**src/rtl/uart_pkg.sv**
```systemverilog
// Shared types and constants for the parametrised UART blocks.
package uart_pkg;

   typedef enum logic [2:0] {
      IDLE,
      START,
      DATA,
      PARITY,
      STOP
   } uart_state_t;

   localparam logic START_BIT = 1'b0;
   localparam logic STOP_BIT  = 1'b1;
   localparam logic IDLE_LVL  = 1'b1;

   localparam int DEBUG_DIV_DEFAULT = 5;

endpackage

```
**src/rtl/uart_bit_timer.sv**
```systemverilog
// Loadable bit-period down-counter; bit_end marks the last cycle of each bit.
module uart_bit_timer #(
   parameter int DIV_W = 16
) (
   input  logic             Clk,
   input  logic             Rst,
   input  logic             load,
   input  logic [DIV_W-1:0] div,
   output logic             bit_end
);

   logic [DIV_W-1:0] cnt_q;

   always_ff @(posedge Clk) begin
      if (Rst) begin
         cnt_q <= '0;
      end else if (load) begin
         cnt_q <= div;
      end else if (cnt_q != '0) begin
         cnt_q <= cnt_q - DIV_W'(1);
      end
   end

   // Counter parks at zero, so bit_end also holds high while idle.
   assign bit_end = (cnt_q == '0);

endmodule

```
**src/rtl/uart_tx_param.sv**
```systemverilog
// Parametrised UART transmitter, LSB first, 1/2 stop bits, valid/ready input.
// Optional parity bit built only when UART_TX_PARITY_EN is defined.
//
//   state  | meaning
//   IDLE   | line high, ready for a word
//   START  | start bit (0)
//   DATA   | payload bits, LSB first
//   PARITY | parity bit (UART_TX_PARITY_EN builds only)
//   STOP   | one or two stop bits (1)
module uart_tx_param
   import uart_pkg::*;
#(
   parameter int DATA_W    = 8,
   parameter int DIV_W     = 16,
   parameter int DEBUG_DIV = DEBUG_DIV_DEFAULT
) (
   input  logic              Clk,
   input  logic              Rst,
   input  logic              debug_mode,
   input  logic [DIV_W-1:0]  baud_div,
   input  logic              stop2,
`ifdef UART_TX_PARITY_EN
   input  logic              par_en,
   input  logic              par_odd,
`endif
   input  logic [DATA_W-1:0] tx_data,
   input  logic              tx_valid,
   output logic              tx_ready,
   output logic              tx,
   output logic              tx_done,
   output logic              busy
);

   localparam int IDX_W = $clog2(DATA_W);
   localparam logic [IDX_W-1:0] LAST_IDX = IDX_W'(DATA_W - 1);

   uart_state_t       state_q, state_d;
   logic [DATA_W-1:0] data_q, data_d;
   logic [DIV_W-1:0]  div_q, div_d;
   logic [DIV_W-1:0]  sel_div, load_div;
   logic [IDX_W-1:0]  idx_q, idx_d;
   logic              stop2_q, stop2_d;
   logic              second_q, second_d;
   logic              tx_q, tx_d;
   logic              load, bit_end, frame_end, accept;
`ifdef UART_TX_PARITY_EN
   logic              par_en_q, par_en_d;
   logic              par_odd_q, par_odd_d;
`endif

   uart_bit_timer #(.DIV_W(DIV_W)) u_timer (
      .Clk     (Clk),
      .Rst     (Rst),
      .load    (load),
      .div     (load_div),
      .bit_end (bit_end)
   );

   assign sel_div   = debug_mode ? DIV_W'(DEBUG_DIV) : baud_div;
   assign frame_end = !Rst && (state_q == STOP) && bit_end && (second_q || !stop2_q);
   assign tx_ready  = (state_q == IDLE) || frame_end;
   assign accept    = tx_valid && tx_ready;
   assign busy      = !tx_ready;
   assign tx_done   = frame_end;
   assign tx        = tx_q;

   always_comb begin
      state_d  = state_q;
      data_d   = data_q;
      div_d    = div_q;
      idx_d    = idx_q;
      stop2_d  = stop2_q;
      second_d = second_q;
      load     = 1'b0;
      load_div = div_q;
`ifdef UART_TX_PARITY_EN
      par_en_d  = par_en_q;
      par_odd_d = par_odd_q;
`endif

      case (state_q)
         IDLE: ;
         START: begin
            if (bit_end) begin
               state_d = DATA;
               idx_d   = '0;
               load    = 1'b1;
            end
         end
         DATA: begin
            if (bit_end) begin
               load = 1'b1;
               if (idx_q == LAST_IDX) begin
                  second_d = 1'b0;
`ifdef UART_TX_PARITY_EN
                  state_d = par_en_q ? PARITY : STOP;
`else
                  state_d = STOP;
`endif
               end else begin
                  idx_d = idx_q + IDX_W'(1);
               end
            end
         end
`ifdef UART_TX_PARITY_EN
         PARITY: begin
            if (bit_end) begin
               state_d  = STOP;
               second_d = 1'b0;
               load     = 1'b1;
            end
         end
`endif
         STOP: begin
            if (frame_end) begin
               state_d = IDLE;
            end else if (bit_end) begin
               second_d = 1'b1;
               load     = 1'b1;
            end
         end
         default: state_d = IDLE;
      endcase

      // An accept in the final stop cycle overrides the return to IDLE.
      if (accept) begin
         state_d  = START;
         data_d   = tx_data;
         div_d    = sel_div;
         stop2_d  = stop2;
         second_d = 1'b0;
         load     = 1'b1;
         load_div = sel_div;
`ifdef UART_TX_PARITY_EN
         par_en_d  = par_en;
         par_odd_d = par_odd;
`endif
      end

      case (state_d)
         START:   tx_d = START_BIT;
         DATA:    tx_d = data_q[idx_d];
`ifdef UART_TX_PARITY_EN
         PARITY:  tx_d = (^data_q) ^ par_odd_q;
`endif
         STOP:    tx_d = STOP_BIT;
         default: tx_d = IDLE_LVL;
      endcase
   end

   always_ff @(posedge Clk) begin
      if (Rst) begin
         state_q  <= IDLE;
         data_q   <= '0;
         div_q    <= '0;
         idx_q    <= '0;
         stop2_q  <= 1'b0;
         second_q <= 1'b0;
         tx_q     <= IDLE_LVL;
`ifdef UART_TX_PARITY_EN
         par_en_q  <= 1'b0;
         par_odd_q <= 1'b0;
`endif
      end else begin
         state_q  <= state_d;
         data_q   <= data_d;
         div_q    <= div_d;
         idx_q    <= idx_d;
         stop2_q  <= stop2_d;
         second_q <= second_d;
         tx_q     <= tx_d;
`ifdef UART_TX_PARITY_EN
         par_en_q  <= par_en_d;
         par_odd_q <= par_odd_d;
`endif
      end
   end

endmodule

```
**config.mk**
```make
export PLATFORM = sky130hd
export DESIGN_NAME = uart_tx_param
export DESIGN_NICKNAME = d
export VERILOG_FILES = /design/src/rtl/uart_pkg.sv /design/src/rtl/uart_bit_timer.sv /design/src/rtl/uart_tx_param.sv
export SDC_FILE = /design/constraint.sdc
export NUM_CORES = 1
export LEC_CHECK = 0
export BUFFER_PORTS_ARGS = -buffer_cell sky130_fd_sc_hd__buf_4
export CORE_UTILIZATION = 33
export DETAILED_ROUTE_END_ITERATION = 10
export GPL_TIMING_DRIVEN = 0
export REMOVE_ABC_BUFFERS = 1
export SYNTH_ARGS = -nofsm -noshare
export SYNTH_HDL_FRONTEND = slang
export SYNTH_HIERARCHICAL = 1
export SYNTH_SLANG_ARGS = --single-unit
```
**constraint.sdc**
```tcl
create_clock -name Clk -period 3.7 [get_ports Clk]
set_input_delay 0.555 -clock Clk [delete_from_list [all_inputs] [get_ports Clk]]
set_output_delay 0.555 -clock Clk [all_outputs]
set_load 0.01 [all_outputs]
```
==> flow_metrics.env <==
export IMPL_crit_path_end_kind="flop"
export IMPL_p_leak_nw=1.23
export IMPL_ioPinCount=33
export IMPL_vias=2598
export IMPL_async_reset_ff_share_pct=0
export IMPL_antenna_found_initial=0
export IMPL_p_clk_share_pct=16.6
export IMPL_finalCriticalPeriod_ns=3.50
export IMPL_area_growth_pct=19.5
export IMPL_synthFlopType="dfxtp_1"
export IMPL_post_place_ws_ns=-1.16
export IMPL_syn_inst=350
export IMPL_wl_per_cell_um=14.2
export IMPL_worstPathRequired_ns=3.94
export IMPL_cts_hold_buf=0
export IMPL_routed_via_density=5.39
export IMPL_skew_ns=0.0108
export IMPL_io_buffers=32
export IMPL_drtIter0Drc=191
export IMPL_critPathArrivalTime_ns=3.74
export IMPL_cts_sinks=49
export IMPL_worst_slew_pin_transition_ns=1.04
export IMPL_maxCapViolations=0
export IMPL_instances_no_fill=482
export IMPL_critPathSlowestCell="or4_4"
export IMPL_yosysUniqueCellTypes=58
export IMPL_synth_area_leader_cell="dfxtp_1"
export IMPL_grt_max_degree=45
export IMPL_hold_depth=2
export IMPL_ys_ff_latch=49
export IMPL_htreeDepth=2
export IMPL_synth_top_area_share_pct=36.3
export IMPL_grt_usage_pct=15.3
export IMPL_place_congestion=0.821
export IMPL_final_util_pct=41.2
export IMPL_cts_tree="yes"
export IMPL_synth_seq_area_share_pct=36.3
export IMPL_drc_errors=0
export IMPL_antenna_left=0
export IMPL_cp_max_fo=6
export IMPL_clock_root_buffer="clkbuf_8"
export IMPL_die_area_um2=8560
export IMPL_dieHeight_um=92.5
export IMPL_first_global_vias=2320
export IMPL_status="finished, final reports clean"
export IMPL_reg2reg_depth=12
export IMPL_hold_viol=0
export IMPL_p_int_w=0.00140
export IMPL_first_pass_iters=4
export IMPL_holdWs_ns=0.460
export IMPL_layout_setup_ws_ns=0.197
export IMPL_hold_path_class="flop to flop"
export IMPL_p_sw_share_pct=41.9
export IMPL_setup_viol=0
export IMPL_crit_type="flop to flop"
export IMPL_pwr_density_cell_nw_per_um2=745
export IMPL_syn_cell_area_um2=2710
export IMPL_critical_path_top_delay_family="simple AND/OR/NAND/NOR gates"
export IMPL_yosysMostFrequentCell="nand2_1"
export IMPL_initial_core_util_pct=34.5
export IMPL_syn_avg_cell_area_um2=7.73
export IMPL_power_frac_seq_pct=30.9
export IMPL_row_count=32
export IMPL_max_stage_delay_ns=0.62
export IMPL_cts_buffers=5
export IMPL_insertion_delay_ns=0.31
export IMPL_switchingPower_w=0.00101
export IMPL_clock_fmax_ghz=0.285
export IMPL_timing_final_crit_share_pct=94.7
export IMPL_hpwl_mm=4.22
export IMPL_combPwrFrac_pct=52.5
export IMPL_yosys_top_cells_area="dfxtp_1, nand2_1, a21oi_1"
export IMPL_synth_edf_count=0
export IMPL_ir_worst_vdd_uv=289
export IMPL_startpoint_type="flop"
export IMPL_nets=410
export IMPL_grt_pass1_wl_mm=10.7
export IMPL_antenna_cells=0
export IMPL_dp_cells=462
export IMPL_drv_slew=0
export IMPL_ys_warn_count=6
export IMPL_synthTopCellsByCount="nand2_1, dfxtp_1, a21oi_1, nor2_1, nand3b_1"
export IMPL_path_depth=12
export IMPL_routed_wl_mm=6.85
export IMPL_crit_path_cell_trace="inv_1 -> ha_1 -> or3b_2 -> or4_4 -> nor2_4 -> buf_4 -> or3b_4 -> a211oi_4 -> o21ai_1 -> o211ai_1 -> nand4_1 -> a21oi_1"
export IMPL_crit_buf_inv=2
export IMPL_rsz0062_at_grt="no"
export IMPL_clockBufferDepth=2
export IMPL_grt_overflow_total=0
export IMPL_core_area_um2=7850
export IMPL_die_w_um=92.5
export IMPL_clkTransAtPathRegs_ns=0.08
export IMPL_slew_headroom_pct=30.2
export IMPL_drive_gt1_share_pct=20.0
==> what timing repair did <==
item                       in CTS  in global routing
setup buffers                   0                  8
setup endpoints to repair      47                  7
gates resized for setup        10                  2
gates cloned                    0                  4
pin swaps                       0                  4
==> metal layers <==
metal  up-vias  part of all wire, %  global-route usage (%)
met2        54                   46                    25.2
met5         -                    0                       0
met4         0                  1.1                    4.69
met3         4                  3.9                    2.38
met1      1224                   49                    20.4
li1       1316                    -                       -
==> layout make-up <==
cell class              instances  area (µm²)
fillers                       857        4620
clock buffers                   7        86.3
clock inverters                 1        30.0
well taps                     102         128
repair buffers                 41         312
multi-input cells             274        1670
inverters                       8        30.0
flip-flops and latches         49         981
==> cells in the final DEF (no fill, tap or decap), types with 3 or more instances in the layout <==
master,instances
a211oi_1,3
a21o_1,4
a21oi_1,41
a31oi_1,4
buf_4,40
clkbuf_8,6
dfxtp_1,49
inv_1,7
nand2_1,68
nand2b_1,3
nand3_1,9
nand3b_1,15
nand4_1,4
nor2_1,16
nor3_1,14
nor4_1,4
o21ai_0,10
o21ai_1,7
o31ai_1,3
or2_2,3
or3_1,3
xnor2_1,8
==> registers in the layout (all words and copies together) (netlist names) <==
register and cells:
second_q 1, u_timer/cnt_q 16, div_q 16, idx_q 3, state_q 3, tx 1, data_q 8, stop2_q 1
==> kinds of logic after synthesis <==
family / count (synthesis) / share of synthesized area [%]
AO/OA/AOI/OAI: 96 / 22.8
XOR/XNOR: 10 / 3.24
adder cells (fa/ha/maj): 2 / 0.925
buffers and inverters: 31 / 5.00
flip-flops: 49 / 36.3
multiplexers: 1 / 0.370
AND/OR/NAND/NOR: 161 / 31.5
==> metrics by stage <==
stage | setup TNS, ns | power, W | cell area (µm²)
4_1_cts | -0.0552 | 0.00231 | 3130
3_3_place_gp | -29.52 | 0.00182 | 2970
5_1_grt | 0 | 0.00260 | 3230
6_report | 0 | 0.00241 | 3230
3_5_place_dp | -24.80 | 0.00187 | 2980
2_1_floorplan | -5.66 | 0.00158 | 2600
==> power groups by stage <==
stage	Combinational [W]	Clock [W]	Sequential, W
finish	0.00126	0.000399	0.000745
CTS	0.00115	0.000412	0.000741
floorplan	0.000850	0	0.000729
global placement	0.00108	0	0.000748
detailed placement	0.00111	0	0.000752
global route	0.00141	0.000431	0.000764
==> worst paths after layout <==
path                          from        end  slack [ns]
setup / recovery  u_timer/cnt_q[0]         tx        0.20
setup reg to reg  u_timer/cnt_q[0]         tx        0.20
hold reg to reg          data_q[1]  data_q[1]        0.46
hold / removal           data_q[1]  data_q[1]        0.46
==> worst min-delay path: cells and delay by family, from the launching register on <==
family             cells  cell delay, ns
AOI/OAI and AO/OA      1            0.05
DFF                    1            0.31
and+or+nand+nor        1            0.05
Note: power is estimated with default switching activity, not from simulation.
